[config.mk]
export PLATFORM = sky130hd
export DESIGN_NAME = usart_tx_flat
export DESIGN_NICKNAME = d
export VERILOG_FILES = /design/src/rtl/usart_tx_if.sv /design/src/rtl/usart_tx.sv /design/src/flat_wrapper.sv
export SDC_FILE = /design/constraint.sdc
export NUM_CORES = 1
export LEC_CHECK = 0
export ABC_CLOCK_PERIOD_IN_PS = 2100
export BUFFER_PORTS_ARGS = -buffer_cell sky130_fd_sc_hd__buf_2
export CAP_MARGIN = 20
export CORE_UTILIZATION = 50
export DETAILED_ROUTE_END_ITERATION = 6
export HOLD_SLACK_MARGIN = 0.12
export PLACE_DENSITY = 0.8
export SYNTH_ARGS = -nofsm -noshare
export SYNTH_HDL_FRONTEND = slang
export SYNTH_SLANG_ARGS = --single-unit
[constraint.sdc]
create_clock -name clk -period 2.1 [get_ports clk]
set_input_delay 0.42 -clock clk [delete_from_list [all_inputs] [get_ports clk]]
set_output_delay 0.42 -clock clk [all_outputs]
set_load 0.01 [all_outputs]
[src/rtl/usart_tx_if.sv]
// rtl/usart_tx_if.sv - IO-bus write/read signals of the USART transmitter
interface usart_tx_if;
  logic [7:0] write_data;
  logic       UDR_write_enable;
  logic       UCSRA_write_enable;
  logic       UCSRB_write_enable;
  logic       UBRRL_write_enable;
  logic [7:0] UCSRA_output;
  logic [7:0] UCSRB_output;
  logic [7:0] UBRRL_output;

  // Memory-map side: drives writes, reads register images
  modport master (
    output write_data, UDR_write_enable, UCSRA_write_enable,
           UCSRB_write_enable, UBRRL_write_enable,
    input  UCSRA_output, UCSRB_output, UBRRL_output
  );

  // Peripheral side
  modport slave (
    input  write_data, UDR_write_enable, UCSRA_write_enable,
           UCSRB_write_enable, UBRRL_write_enable,
    output UCSRA_output, UCSRB_output, UBRRL_output
  );
endinterface

[src/rtl/usart_tx.sv]
// rtl/usart_tx.sv - 8N1 USART transmitter with double-buffered UDR (optional U2X via USART_TX_U2X_EN)
module usart_tx #(
  parameter int         OVERSAMPLE  = 16,
  parameter logic [7:0] UCSRA_RESET = 8'h20
) (
  input  logic         clk,
  input  logic         reset_n,
  usart_tx_if.slave    bus,
  output logic         TXD,
  output logic         udre_irq,
  output logic         txc_irq,
  output logic         tx_busy
);

  // Timer wide enough for OVERSAMPLE*256 clocks per bit
  localparam int TW = $clog2(OVERSAMPLE * 256 + 1);

  typedef enum logic [1:0] {IDLE, START, DATA, STOP} state_t;

  state_t        state_q, state_d;
  logic [7:0]    buf_q, buf_d;
  logic [7:0]    shift_q, shift_d;
  logic [2:0]    idx_q, idx_d;
  logic [TW-1:0] timer_q, timer_d;
  logic          txd_q, txd_d;
  logic          udre_q, udre_d;
  logic          txc_q, txc_d;
  logic          u2x_q, u2x_d;
  logic [7:0]    ucsrb_q, ucsrb_d;
  logic [7:0]    ubrrl_q, ubrrl_d;

  logic          txen;
  logic          tick;
  logic          load_ok;
  logic          load;
  logic          frame_done;
  logic          udr_accept;
  logic [TW-1:0] os_eff;
  logic [TW-1:0] period;

  // Shared decode: bit-boundary tick, byte-load and frame-end conditions, current bit period
  always_comb begin
    txen       = ucsrb_q[3];
    tick       = (timer_q == '0);
    load_ok    = txen & ~udre_q;
    load       = ((state_q == IDLE) & load_ok) | ((state_q == STOP) & tick & load_ok);
    frame_done = (state_q == STOP) & tick & ~load_ok;
    udr_accept = bus.UDR_write_enable & udre_q;
    os_eff     = u2x_q ? TW'(OVERSAMPLE / 2) : TW'(OVERSAMPLE);
    period     = os_eff * ({{(TW-8){1'b0}}, ubrrl_q} + TW'(1));
  end

  // FSM state register
  always_ff @(posedge clk or negedge reset_n) begin
    if (!reset_n) state_q <= IDLE;
    else          state_q <= state_d;
  end

  // FSM next-state logic
  always_comb begin
    state_d = state_q;
    case (state_q)
      IDLE:  if (load_ok) state_d = START;
      START: if (tick) state_d = DATA;
      DATA:  if (tick && idx_q == 3'd7) state_d = STOP;
      STOP:  if (tick) state_d = load_ok ? START : IDLE;
      default: state_d = IDLE;
    endcase
  end

  // Datapath next values: shifter, bit timer, TXD and status bits
  always_comb begin
    shift_d = shift_q;
    idx_d   = idx_q;
    txd_d   = txd_q;
    timer_d = timer_q;
    buf_d   = buf_q;
    udre_d  = udre_q;
    txc_d   = txc_q;
    ucsrb_d = ucsrb_q;
    ubrrl_d = ubrrl_q;

    if (load) begin
      shift_d = buf_q;
      txd_d   = 1'b0;
      timer_d = period - TW'(1);
    end else if (state_q == IDLE || frame_done) begin
      txd_d   = 1'b1;
      timer_d = '0;
    end else if (tick) begin
      // Every other bit boundary reloads with the period sampled now, so UBRRL/U2X changes land on the next bit
      timer_d = period - TW'(1);
      case (state_q)
        START: begin
          idx_d = 3'd0;
          txd_d = shift_q[0];
        end
        DATA: begin
          idx_d = idx_q + 3'd1;
          if (idx_q == 3'd7) begin
            txd_d = 1'b1;
          end else begin
            shift_d = shift_q >> 1;
            txd_d   = shift_q[1];
          end
        end
        default: txd_d = 1'b1;
      endcase
    end else begin
      timer_d = timer_q - TW'(1);
    end

    // Loading empties the buffer; a write is only possible when it is already empty
    if (load)            udre_d = 1'b1;
    else if (udr_accept) udre_d = 1'b0;
    if (udr_accept)      buf_d  = bus.write_data;

    // Frame completion wins over a simultaneous write-one-to-clear
    if (frame_done)                                   txc_d = 1'b1;
    else if (bus.UCSRA_write_enable && bus.write_data[6]) txc_d = 1'b0;

    if (bus.UCSRB_write_enable) ucsrb_d = bus.write_data;
    if (bus.UBRRL_write_enable) ubrrl_d = bus.write_data;
  end

  // Double-speed bit is only writable when the feature is built in
`ifdef USART_TX_U2X_EN
  always_comb u2x_d = bus.UCSRA_write_enable ? bus.write_data[1] : u2x_q;
`else
  always_comb u2x_d = 1'b0;
`endif

  // Datapath and register-file storage
  always_ff @(posedge clk or negedge reset_n) begin
    if (!reset_n) begin
      buf_q   <= 8'h00;
      shift_q <= 8'h00;
      idx_q   <= 3'd0;
      timer_q <= '0;
      txd_q   <= 1'b1;
      udre_q  <= UCSRA_RESET[5];
      txc_q   <= UCSRA_RESET[6];
`ifdef USART_TX_U2X_EN
      u2x_q   <= UCSRA_RESET[1];
`else
      u2x_q   <= 1'b0;
`endif
      ucsrb_q <= 8'h00;
      ubrrl_q <= 8'h00;
    end else begin
      buf_q   <= buf_d;
      shift_q <= shift_d;
      idx_q   <= idx_d;
      timer_q <= timer_d;
      txd_q   <= txd_d;
      udre_q  <= udre_d;
      txc_q   <= txc_d;
      u2x_q   <= u2x_d;
      ucsrb_q <= ucsrb_d;
      ubrrl_q <= ubrrl_d;
    end
  end

  // FSM outputs, interrupt requests and IO read images
  always_comb begin
    TXD              = txd_q;
    tx_busy          = (state_q != IDLE);
    udre_irq         = udre_q & ucsrb_q[5];
    txc_irq          = txc_q & ucsrb_q[6];
    bus.UCSRA_output = {1'b0, txc_q, udre_q, 3'b000, u2x_q, 1'b0};
    bus.UCSRB_output = ucsrb_q;
    bus.UBRRL_output = ubrrl_q;
  end

endmodule

[src/flat_wrapper.sv]
// flat-port wrapper written by rule: the top's interface ports become plain ports
module usart_tx_flat 
#(
  parameter int         OVERSAMPLE  = 16,
  parameter logic [7:0] UCSRA_RESET = 8'h20
)
  (clk, reset_n, TXD, udre_irq, txc_irq, tx_busy, bus_write_data, bus_UDR_write_enable, bus_UCSRA_write_enable, bus_UCSRB_write_enable, bus_UBRRL_write_enable, bus_UCSRA_output, bus_UCSRB_output, bus_UBRRL_output);
  usart_tx_if bus_i ();
  input  logic clk;
  input  logic reset_n;
  output logic TXD;
  output logic udre_irq;
  output logic txc_irq;
  output logic tx_busy;
  input wire logic [$bits(bus_i.write_data)-1:0] bus_write_data;
  input wire logic [$bits(bus_i.UDR_write_enable)-1:0] bus_UDR_write_enable;
  input wire logic [$bits(bus_i.UCSRA_write_enable)-1:0] bus_UCSRA_write_enable;
  input wire logic [$bits(bus_i.UCSRB_write_enable)-1:0] bus_UCSRB_write_enable;
  input wire logic [$bits(bus_i.UBRRL_write_enable)-1:0] bus_UBRRL_write_enable;
  output wire logic [$bits(bus_i.UCSRA_output)-1:0] bus_UCSRA_output;
  output wire logic [$bits(bus_i.UCSRB_output)-1:0] bus_UCSRB_output;
  output wire logic [$bits(bus_i.UBRRL_output)-1:0] bus_UBRRL_output;
  assign bus_i.write_data = bus_write_data;
  assign bus_i.UDR_write_enable = bus_UDR_write_enable;
  assign bus_i.UCSRA_write_enable = bus_UCSRA_write_enable;
  assign bus_i.UCSRB_write_enable = bus_UCSRB_write_enable;
  assign bus_i.UBRRL_write_enable = bus_UBRRL_write_enable;
  assign bus_UCSRA_output = bus_i.UCSRA_output;
  assign bus_UCSRB_output = bus_i.UCSRB_output;
  assign bus_UBRRL_output = bus_i.UBRRL_output;
  usart_tx #(.OVERSAMPLE(OVERSAMPLE), .UCSRA_RESET(UCSRA_RESET)) u_core (.clk(clk), .reset_n(reset_n), .bus(bus_i), .TXD(TXD), .udre_irq(udre_irq), .txc_irq(txc_irq), .tx_busy(tx_busy));
endmodule
==> reports/qor.txt <==
Status - completed
Placed cells - 400
Post-synth ARST share - 100%
Max Clock Freq - 504 MHz
Routed wire length - 6180 µm
Tcrit/Tclk final - 94.4%
ANT cells - 0
Number of synthesized flops with an enable pin - 0
Min Tclk post-route - 1.98 ns
Residual DRC count - 0
Initial antenna violation count - 0
Crit path kind - register to register
Syn Area/Cell - 10.2 µm²
Worst setup SP type - register
Worst relative slew slack - 56.8%
LEAKAGE - 1.56 nW
Leading cell type in the layout, fill and taps excluded - dfrtp_1
Io pins - 42
Fill cells - 454
DRT iter0 DRCs - 160
Vias per cell - 5.50
Storage element area - 0.00133 mm²
Post-route ant nets - 0
Fin. Hold Viols - 0
Worst Path Max Fanout - 17
PortBufs - 35
Insertion delay of the later-clocked pin in the worst-skew pair - 0.32 ns
Largest net degree at the start of global routing - 54
Crit. End Element - register
Final cell count without fillers - 408
Worst slew pin tran - 0.648 ns
Clock sinks - 53
First-pass DRT Iterations - 4
Total congestion overflow - 0
First-pass GRT wire length - 10600 µm
Final slew viol count - 0
Vias - 2244
Hold-fix buffers, CTS - 0
Num CTS Buffers - 5
CTS H-tree depth - 2
# rows - 27
Mapped Cells - 292
Yosys Warn Count - 0
Initial Util - 52.9%
Setup Viol. Count Final - 0
Worst hold path class - input port to asynchronous set/reset pin
Root buf cell - clkbuf_8
Die width - 79.3 µm
Critical path arrival - 2.17 ns
Multi-input gate area - 0.00155 mm²
Yosys cell types - 54
Setup Skew - 0.00716 ns
Flops & latches, synth - 53
Die ar. - 0.00628 mm²
Vias in the first global route - 2213
Share of layout cells above drive strength 1 - 29.8%
Sequential cell area fraction in the yosys report - 44.5%
Top FF cell, synth - dfrtp_1
Final core occ - 60.8%
GRT Util Overall - 22.1%
DP HPWL - 4590 µm
Core footprint - 0.00564 mm²
Max Buffers Root-to-Sink - 2
Post-Syn Area - 0.00299 mm²
Clock Pin Slew Worst Setup and Hold Paths - 0.10 ns
Pwr/cell area - 1130 mW/mm²
Layout area overhead - 14.8%
Most frequent cells in the layout - dfrtp_1, buf_2, nand2_1, o21ai_0, mux2_2
Nets@finish - 360
Routed wire length per instance - 15.1 µm
Post-CTS Repair Setup Buffers - 0
VDD IR-drop max - 827 µV
GPL Wtd Cong - 0.877
CTS tree - built
Max-cap violations - 0
Resize count post-CTS - 0
Die height - 79.3 µm
WP data required - 2.29 ns
[cells by family after synthesis]
family                   synth area share, %
multiplexers                            11.0
XOR/XNOR                                6.45
adder cells (fa/ha/maj)                 4.61
other                                  0.126
AND/OR/NAND/NOR                         16.0
AO/OA/AOI/OAI                           11.7
buffers and inverters                   5.57
flip-flops                              44.5
[critical path, stage by stage, from the launching register on]
cell and delay (ns):
dfrtp_1 0.42, inv_1 0.10, ha_1 0.14, nor4b_2 0.23
and3_2 0.30, a21oi_1 0.17, nor2_4 0.33, o21ai_0 0.17
[power by group]
part | internal [mW] | switching (mW) | leakage (nW) | total, mW
clock network | 0.366 | 0.364 | 0.0603 | 0.730
logic | 0.706 | 0.808 | 0.856 | 1.51
registers | 1.37 | 0.277 | 0.642 | 1.64
[metal layers]
layer / share of wire, % / global-route usage (%) / up-vias
li1: - / - / 1105
met1: 46 / 28.8 / 1086
met2: 49 / 36.8 / 45
met3: 3.4 / 4.37 / 8
met4: 1.1 / 6.73 / 0
met5: 0 / 0 / -
[cells in the mapped netlist, types with 2 or more instances]
master | instances | area, µm²
dfrtp_1 | 51 | 1280
nand2_1 | 31 | 116
o21ai_0 | 24 | 120
mux2_2 | 23 | 259
xnor2_1 | 15 | 131
ha_1 | 11 | 138
a21oi_1 | 10 | 50.1
buf_4 | 10 | 75.1
inv_1 | 9 | 33.8
nor2_1 | 9 | 33.8
nand3_1 | 8 | 40.0
clkbuf_1 | 7 | 26.3
mux2i_1 | 7 | 70.1
o22ai_1 | 7 | 43.8
xor2_1 | 7 | 61.3
and3_1 | 5 | 31.3
buf_2 | 4 | 20.0
nor3_1 | 4 | 20.0
nor4_1 | 4 | 25.0
and2_1 | 3 | 18.8
a22oi_1 | 2 | 15.0
a311oi_1 | 2 | 17.5
a31oi_1 | 2 | 12.5
dfstp_2 | 2 | 52.6
nand4_1 | 2 | 12.5
nor2b_1 | 2 | 12.5
nor4b_1 | 2 | 17.5
o31ai_1 | 2 | 15.0
or4_1 | 2 | 15.0
[path summary, 6_finish.rpt]
kind	startpoint	endpoint	slack, ns	cells past startpoint
hold / removal	reset_n	u_core.bus.UBRRL_output[0]	0.20	2
max in group asynchronous	reset_n	u_core.timer_q[0]	1.46	2
setup / recovery	u_core.timer_q[0]	u_core.shift_q[0]	0.12	7
hold reg to reg	u_core.buf_q[3]	u_core.shift_q[3]	0.49	2
min in group clk	bus_UDR_write_enable	u_core.udre_q	0.28	2
setup reg to reg	u_core.timer_q[0]	u_core.shift_q[0]	0.12	7
[final cells by class]
| class | count | area share, % |
|---|---|---|
| inverter | 9 | 0.985 |
| timing repair buffer | 53 | 9.05 |
| clock buffer | 5 | 2.01 |
| clock inverter | 3 | 1.46 |
| tap | 72 | 2.63 |
| multi-input combinational | 213 | 45.1 |
| sequential | 53 | 38.8 |
[flip-flops by register name, summed over array words and instances, names as in the netlist, 2 cells and up]
name	count
u_core.state_q	2
u_core.timer_q	13
u_core.bus.UBRRL_output	8
u_core.buf_q	8
u_core.idx_q	3
u_core.bus.UCSRB_output	8
u_core.shift_q	8
[per-stage QoR]
stage | area [µm²] | setup TNS (ns) | worst slack (ns) | hold slack (ns) | total power [mW]
floorplan | 3000 | 0 | 0.0202 | 0.124 | 2.67
global placement | 3270 | 0 | 0.112 | 0.455 | 3.07
detailed placement | 3270 | 0 | 0.0518 | 0.460 | 3.14
CTS | 3390 | 0 | 0.0348 | 0.234 | 3.86
global route | 3430 | -0.00533 | -0.00360 | 0.259 | 4.17
finish | 3430 | 0 | 0.117 | 0.201 | 3.89
Note: power is estimated with default switching activity, not from simulation.
